==> config.mk <==
export PLATFORM = sky130hd
export DESIGN_NAME = dma_burst_splitter
export DESIGN_NICKNAME = d
export VERILOG_FILES = /design/src/rtl/dma_burst_splitter.sv
export SDC_FILE = /design/constraint.sdc
export NUM_CORES = 1
export LEC_CHECK = 0
export ABC_AREA = 1
export CORE_MARGIN = 5
export CORE_UTILIZATION = 35
export DETAILED_ROUTE_END_ITERATION = 8
export SLEW_MARGIN = 20
export SYNTH_ARGS = -nofsm -noshare
export SYNTH_HDL_FRONTEND = slang
export SYNTH_SLANG_ARGS = --single-unit
==> constraint.sdc <==
create_clock -name clk -period 3 [get_ports clk]
set_clock_uncertainty 0.15 [all_clocks]
set_input_delay 0.6 -clock clk [delete_from_list [all_inputs] [get_ports clk]]
set_output_delay 0.6 -clock clk [all_outputs]
set_load 0.02 [all_outputs]
==> src/rtl/dma_burst_splitter.sv <==
// dma_burst_splitter: takes one transfer descriptor and issues it to a memory
// arbiter client port as a series of bursts. Each burst is at most MAX_BURST
// words and never crosses a PAGE_BYTES boundary. buf_off tells the owning
// engine which slice of its data buffer belongs to the current burst.
//
// Handshakes:
//   cmd: a descriptor transfers on a cycle where cmd_valid && cmd_ready. The
//        fields are sampled only in that cycle. cmd_ready is high exactly
//        when the block is idle.
//   mem: mem_req stays high until the arbiter returns a one-cycle mem_ack.
//        mem_req is masked combinationally by mem_ack, so it is low in the
//        ack cycle. mem_rw, mem_addr, mem_len and buf_off do not change while
//        the request is pending.
module dma_burst_splitter #(
  parameter int unsigned MAX_BURST  = 8192,
  parameter int unsigned PAGE_BYTES = 65536
) (
  input  logic        clk,
  input  logic        rst,
  input  logic        cmd_valid,
  output logic        cmd_ready,
  input  logic        cmd_rw,
  input  logic [47:0] cmd_addr,
  input  logic [31:0] cmd_len,
  output logic        mem_req,
  output logic        mem_rw,
  output logic [47:0] mem_addr,
  output logic [31:0] mem_len,
  input  logic        mem_ack,
  output logic [31:0] buf_off,
  output logic        burst_done,
  output logic        done,
  output logic        err
);

  localparam logic [1:0] IDLE = 2'd0;
  localparam logic [1:0] CALC = 2'd1;
  localparam logic [1:0] REQ  = 2'd2;
  localparam logic [1:0] FIN  = 2'd3;

  logic [1:0]  state;
  logic [47:0] cur_addr;
  logic [31:0] remaining;
  logic [31:0] len_q;
  logic [31:0] off_q;
  logic        rw_q;
  logic        burst_done_q;
  logic        err_q;

  logic [47:0] page_off;
  logic [31:0] page_left;
  logic [31:0] burst_len;

  // Next burst length: limited by the words still owed, MAX_BURST, and the
  // words left before the next page boundary.
  always_comb begin
    page_off  = cur_addr & (48'(PAGE_BYTES) - 48'd1);
    page_left = 32'((48'(PAGE_BYTES) - page_off) >> 3);
    burst_len = remaining;
    if (burst_len > 32'(MAX_BURST)) burst_len = 32'(MAX_BURST);
    if (burst_len > page_left)      burst_len = page_left;
  end

  // Descriptor capture, burst sequencing and the bookkeeping done on each ack.
  always_ff @(posedge clk) begin
    if (rst) begin
      state        <= IDLE;
      cur_addr     <= '0;
      remaining    <= '0;
      len_q        <= '0;
      off_q        <= '0;
      rw_q         <= 1'b0;
      burst_done_q <= 1'b0;
      err_q        <= 1'b0;
    end else begin
      burst_done_q <= 1'b0;
      err_q        <= 1'b0;
      case (state)
        IDLE: begin
          if (cmd_valid) begin
            rw_q      <= cmd_rw;
            cur_addr  <= cmd_addr;
            remaining <= cmd_len;
            off_q     <= '0;
            if (cmd_addr[2:0] != 3'd0) begin
              err_q <= 1'b1;
            end else if (cmd_len == 32'd0) begin
              state <= FIN;
            end else begin
              state <= CALC;
            end
          end
        end
        CALC: begin
          len_q <= burst_len;
          state <= REQ;
        end
        REQ: begin
          if (mem_ack) begin
            cur_addr     <= cur_addr + 48'({len_q, 3'b000});
            remaining    <= remaining - len_q;
            off_q        <= off_q + len_q;
            burst_done_q <= 1'b1;
            state        <= (remaining == len_q) ? FIN : CALC;
          end
        end
        FIN: begin
          state <= IDLE;
        end
        default: begin
          state <= IDLE;
        end
      endcase
    end
  end

  // Outputs: the request is masked by the ack so one burst is never serviced twice.
  always_comb begin
    cmd_ready  = (state == IDLE);
    mem_req    = (state == REQ) && !mem_ack;
    mem_rw     = rw_q;
    mem_addr   = cur_addr;
    mem_len    = len_q;
    buf_off    = off_q;
    burst_done = burst_done_q;
    done       = (state == FIN);
    err        = err_q;
  end

endmodule

==> impl_metrics.yaml, run 1 <==
logic_synthesis:
  post_synth_fa_ha_maj_area_fraction_pct: 10.3
  synth.lib_cells_used.distinct: 40
  synth_largest_area_cell: "sky130_fd_sc_hd__dfxtp_1"
  synth_ff_type: "sky130_fd_sc_hd__dfxtp_1"
  yosys.area_share.xor_xnor_pct: 2.67
  post_synth_mux_area_share_pct: 0
  postSynthNetCount: 2573
  synthesis.area_um2: 13800
  synth_enable_flop_cells: 0
  part_of_the_yosys_area_used_for_sequential_elements_pct: 21.7
  syn_avg_cell_area_um2: 5.79
  synth_simple_gate_area_share_pct: 38.9
  synth_top_family_by_area: "simple AND/OR/NAND/NOR gates"
  flip_flop_and_latch_count_after_synthesis: 149
  synth.cells.most_frequent: "706 x sky130_fd_sc_hd__nand2_1, 337 x sky130_fd_sc_hd__inv_1, 263 x sky130_fd_sc_hd__nor2_1"
  ys_warn_count: 0
  post_synth_main_area_contributors: "sky130_fd_sc_hd__dfxtp_1 22%, sky130_fd_sc_hd__nand2_1 19%, sky130_fd_sc_hd__ha_1 9.8%"
  synth.most_common_cell: "sky130_fd_sc_hd__nand2_1"
  synth_top_area_share_pct: 21.7
  asyncSetResetFlopFracSynth_pct: 0
  syn_inst: 2377
  synth-compound-area-share_pct: 15.1
global_route:
  grt_pass1_wl_um: 87900
  grt_usage_pct: 25.4
  grt_start_max_net_pins: 114
  vias_in_the_first_global_route: 15498
  antenna_violations_before_repair: 1
  grt_overflow: 0
route:
  drt_wl_total_um: 57100
  route.detailed.drc: 0
  drt_iter0_markers: 1275
  avgRoutedWirePerCell_um: 18.2
  routed_via_density: 5.21
  via_count: 16326
  detail_route.first_pass.iterations: 6
  ant_nets: 0
clocking:
  clock_tree.buffer_depth: 2
  cts-buffers-inserted: 17
  clk-insertion-delay-late_ns: 0.45
  tritoncts_num_sinks: 149
  cts.reportedPaths.clkPinSlew_ns: 0.07
  cts-root-buf: "sky130_fd_sc_hd__clkbuf_16"
  cts.hold.buffers_added: 0
  cts_htree_levels: 4
  tritoncts: "built"
pwr:
  static_leakage_power_nw: 8.43
  power_density_nw_per_um2: 557
  power.ir.vdd_worst_uv: 375
  total_power_w: 0.00969
final_layout:
  diodes: 0
  fillerInstances: 4203
  final-seq-area_um2: 2980
  postLayoutCellArea_um2: 17400
  area_growth_syn_to_layout_pct: 26.4
  final_layout_size_suffix_gt1_share_pct: 5.16
  num-nets-final: 2799
  multi_input_area_um2: 9270
die:
  start_util_pct: 35.5
  die_x_um: 208
  ios: 203
  die_area_um2: 43400
  floorplan.core_area_um2: 38700
  die-height_um: 208
  placementRows: 72
critical_path:
  cp_slowest_cell: "sky130_fd_sc_hd__dfxtp_2"
  crit_chain: "ha_1 -> inv_1 -> fa_1 -> inv_1 -> nand2_1 -> nand2_1 -> nand3_1 -> nand2_1 -> nand2_1 -> nand2_1 -> nand2_1 -> nand2_2 -> nand2_1 -> nand2_1 -> nand3_1 -> nand2_1 -> a21oi_1"
  worst-path-buf-inv: 2
  path_delay_family: "simple AND/OR/NAND/NOR gates"
  crit_path_max_incr_delay_ns: 0.43
  cpMostUsedCell: "sky130_fd_sc_hd__nand2_1"
  worstPathArrival_ns: 3.01
  critical_path.max_fanout: 5
  timing.setup.critical_path_class: "flop to flop"
  worstPathRequired_ns: 3.17
  startpoint_type_of_the_worst_setup_path: "flop"
  reg_to_reg_slack_setup_ns: 0.16
  worst_setup_path_end_kind: "flop"
sta:
  period_minus_slack_ns: 2.84
  setup_viol_count_final: 0
  slew_hr_pct: 49.8
  slew_viol_final: 0
  timing_hold_violations_final: 0
  grt_setup_unrepaired: "true"
  hold_slack_ns: 0.339
  tightest_slew_ns: 0.753
  final.period_utilization_pct: 94.7
  maxClockFrequency_mhz: 352
run:
  timing.max_cap.violations: 0
outcome:
  status: "finished clean"
placed_design:
  hpwl_um: 46200
  gp_routability_congestion: 0.965
  detailed_place.area_um2: 16700
  port_buffers: 202
min_path:
  min_path_type: "flop to flop"
## logic make-up (layout without fill, tap and decap cells)
family | count (synthesis) | in the layout
buffers and inverters | 407 | 646
adder cells (fa/ha/maj) | 111 | 111
AND/OR/NAND/NOR | 1284 | 1284
flip-flops | 149 | 149
XOR/XNOR | 42 | 42
AO/OA/AOI/OAI | 384 | 384
## registers in the layout (all words and copies together) (netlist names)
signal	flops
mem_addr	48
buf_off	32
mem_len	32
remaining	32
state	2
burst_done	1
err	1
mem_rw	1
## what timing repair did
| action | 4_1_cts | 5_1_grt |
|---|---|---|
| setup endpoints to repair | 1 | 20 |
| endpoints found under the hold margin | 0 | 0 |
| pin swaps | 0 | 1 |
| gates resized for setup | 1 | 26 |
| setup buffers | 0 | 0 |
| gates cloned | 0 | 1 |
## through the flow
step	util [%]	setup TNS, ns	cells	setup slack, ns
2_1_floorplan	-	0	2377	0.203
3_3_place_gp	43.1	0	3101	0.00930
3_5_place_dp	43.1	0	3101	0.0213
4_1_cts	44.7	0	3133	0.0139
5_1_grt	44.9	-0.0812	3134	-0.0173
6_report	44.9	0	3134	0.159
## metal layers
| metal | global-route usage [%] | routed length (um) | vias up |
|---|---|---|---|
| met5 | 0 | 0 | - |
| li1 | - | - | 8169 |
| met1 | 35.7 | 26800 | 7511 |
| met4 | 6.89 | 1550 | 0 |
| met3 | 4.32 | 3750 | 77 |
| met2 | 40.4 | 25000 | 569 |
## worst paths after layout
path / start / endpoint / depth (start not counted)
max reg2reg: mem_len[0]$_SDFFE_PP0P_ / mem_addr[43]$_SDFFE_PP0P_ / 17
min reg2reg: buf_off[30]$_SDFFE_PP0P_ / buf_off[30]$_SDFFE_PP0P_ / 2
max: mem_len[0]$_SDFFE_PP0P_ / mem_addr[43]$_SDFFE_PP0P_ / 17
min: buf_off[30]$_SDFFE_PP0P_ / buf_off[30]$_SDFFE_PP0P_ / 2
## cell usage in the layout, fill, tap and decap left out, drive strengths merged, types with 16 or more instances in the layout
cell type,netlist,final
nor2,267,267
a21oi,182,182
clkdlybuf4s50,0,201
nand2,707,707
xor2,26,26
xnor2,16,16
nor3,46,46
clkbuf,38,17
ha,108,108
nand4,44,44
buf,23,67
o21ai,139,139
a31oi,17,17
inv,346,354
dfxtp,149,149
nand3,187,187
## final cells by class
cell class | count | area share, %
tap | 518 | 3.73
clock buffer | 17 | 2.45
clock inverter | 15 | 1.07
sequential | 149 | 17.2
timing repair buffer | 268 | 14.8
multi-input combinational | 1821 | 53.3
inverter | 346 | 7.50
## tightest hold or removal path, cell delays in order, from the launching register on
cell,delay [ns]
sky130_fd_sc_hd__dfxtp_1,0.33
sky130_fd_sc_hd__nand2_1,0.06
sky130_fd_sc_hd__a21oi_1,0.05
## where the power goes
| group | switching [W] | internal (W) | total, W |
|---|---|---|---|
| Combinational | 0.00312 | 0.00176 | 0.00488 |
| Clock | 0.00108 | 0.00120 | 0.00228 |
| Sequential | 0.000303 | 0.00223 | 0.00253 |
Power figures use the tool's default switching activity.
==> run 2: changes to the inputs <==
--- a/config.mk
+++ b/config.mk
@@ -9,6 +9,7 @@
 export CORE_MARGIN = 5
 export CORE_UTILIZATION = 35
 export DETAILED_ROUTE_END_ITERATION = 8
+export DONT_BUFFER_PORTS = 1
 export SLEW_MARGIN = 20
 export SYNTH_ARGS = -nofsm -noshare
 export SYNTH_HDL_FRONTEND = slang
==> impl_metrics.yaml, run 2 (synthesized netlist as in run 1, its figures left out) <==
die:
  ios: 203
  floorplan.core_area_um2: 38700
  die_x_um: 208
  placementRows: 72
  die_area_um2: 43400
  start_util_pct: 35.5
  die-height_um: 208
placed_design:
  numPlacedInstances: 2933
  port_buffers: 0
  hpwl_um: 45800
  detailed_place.area_um2: 14900
  gp_routability_congestion: 0.949
final_layout:
  postLayoutCellArea_um2: 15600
  num-nets-final: 2630
  final_layout_size_suffix_gt1_share_pct: 6.74
  most_common_cell_after_layout_fill_and_taps_aside: "sky130_fd_sc_hd__nand2_1"
  most-common-layout-cells: "705 x sky130_fd_sc_hd__nand2_1, 335 x sky130_fd_sc_hd__inv_1, 253 x sky130_fd_sc_hd__nor2_1"
  area_growth_syn_to_layout_pct: 13.3
  instances_no_fill: 2967
  flip_flop_count_of_the_largest_register_after_layout: 48
sta:
  timing_hold_violations_final: 0
  maxClockFrequency_mhz: 354
  slew_hr_pct: 47.0
  tightest_slew_ns: 0.795
  grt_setup_unrepaired: "true"
  setup_viol_count_final: 0
  final.period_utilization_pct: 94.1
  slew_viol_final: 0
  period_minus_slack_ns: 2.82
clocking:
  clock_tree.buffer_depth: 2
  cts.reportedPaths.clkPinSlew_ns: 0.08
  tritoncts_num_sinks: 149
  cts_htree_levels: 4
  tritoncts: "built"
  clk-insertion-delay-late_ns: 0.46
  cts-root-buf: "sky130_fd_sc_hd__clkbuf_16"
  cts-buffers-inserted: 17
critical_path:
  critical_path.max_fanout: 13
  crit_path_max_incr_delay_ns: 0.33
  worstPathRequired_ns: 3.20
  worst_setup_path_end_kind: "flop"
  path_delay_family: "simple AND/OR/NAND/NOR gates"
  worstPathArrival_ns: 3.02
  timing.setup.critical_path_class: "flop to flop"
  worst-path-buf-inv: 4
  crit_chain: "nor4_2 -> and3_4 -> nand2_1 -> buf_6 -> nor2_2 -> ha_1 -> inv_1 -> nor2_1 -> o21bai_1 -> a21oi_1 -> o21ai_1 -> nand2_1 -> nand2_2 -> buf_4 -> nor3_1 -> o21ai_1 -> inv_1"
  startpoint_type_of_the_worst_setup_path: "flop"
  cp_slowest_cell: "sky130_fd_sc_hd__nor4_2"
route:
  routed_via_density: 5.23
  via_count: 15509
  route.detailed.drc: 0
  drt_iter0_markers: 1226
  ant_nets: 0
  drt_wl_total_um: 56000
  detail_route.first_pass.iterations: 6
  avgRoutedWirePerCell_um: 18.9
global_route:
  antenna_violations_before_repair: 4
  grt_start_max_net_pins: 114
  grt_pass1_wl_um: 85600
  grt_usage_pct: 24.9
  vias_in_the_first_global_route: 14710
  grt_overflow: 0
pwr:
  static_leakage_power_nw: 7.86
  total_power_w: 0.00927
  power_density_nw_per_um2: 595
  power.ir.vdd_worst_uv: 455
outcome:
  status: "finished clean"
min_path:
  min_path_type: "input pin to flop"
run:
  timing.max_cap.violations: 0
[run 2: through the flow]
stage          hold WS (ns)  utilization (%)  setup WS [ns]  TNS (ns)
2_1_floorplan         0.310                -          0.203         0
3_3_place_gp          0.318             38.5         0.0535         0
3_5_place_dp          0.329             38.5       -0.00923  -0.00923
4_1_cts              0.0446             40.1       0.000475         0
5_1_grt              0.0437             40.2        -0.0114   -0.0114
6_report             0.0540             40.2          0.178         0
[run 2: path summary, 6_finish.rpt]
| check | start | end | slack [ns] | cells past startpoint |
|---|---|---|---|---|
| worst max-delay path | remaining[27]$_SDFFE_PP0P_ | mem_len[13]$_SDFFE_PP0P_ | 0.18 | 17 |
| worst min-delay path | rst | remaining[30]$_SDFFE_PP0P_ | 0.05 | 1 |
| worst max register to register | remaining[27]$_SDFFE_PP0P_ | mem_len[13]$_SDFFE_PP0P_ | 0.18 | 17 |
| worst min register to register | remaining[25]$_SDFFE_PP0P_ | remaining[25]$_SDFFE_PP0P_ | 0.34 | 2 |
[run 2: layout make-up]
cell class / count / area, um2
Fill cell: 4300 / 23100
Timing Repair Buffer: 99 / 792
Clock inverter: 13 / 139
Clock buffer: 19 / 453
Tap cell: 518 / 648
Multi-Input combinational cell: 1821 / 9270
Inverter: 346 / 1300
Antenna cell: 2 / 5.00
Sequential cell: 149 / 2980
[run 2: report_power, final]
part	internal (W)	switching (W)
combinational	0.00147	0.00292
clock	0.00122	0.00104
sequential	0.00223	0.000408
total	0.00491	0.00436
[run 2: per-layer routing]
layer	global-route usage, %	vias up	routed length, um	share of wire (%)
li1	-	7834	-	-
met1	34.7	7044	26000	46
met2	38.8	542	24200	43
met3	5.42	85	4380	7.8
met4	7.36	4	1460	2.6
met5	0	-	17	0.030
[run 2: worst reg2reg max path: cells and delay by family (launching register included)]
kind,cells,cell delay (ns)
adders and majority gates,1,0.25
DFF,1,0.32
AOI/OAI and AO/OA,4,0.48
buffers and inverters,4,0.42
and+or+nand+nor,8,1.10
[run 2: what timing repair did]
item / in CTS / in global routing
setup endpoints to repair: 2 / 14
pin swaps: 0 / 1
resized for setup: 2 / 23
setup buffers: 0 / 0
hold buffers: 0 / 0
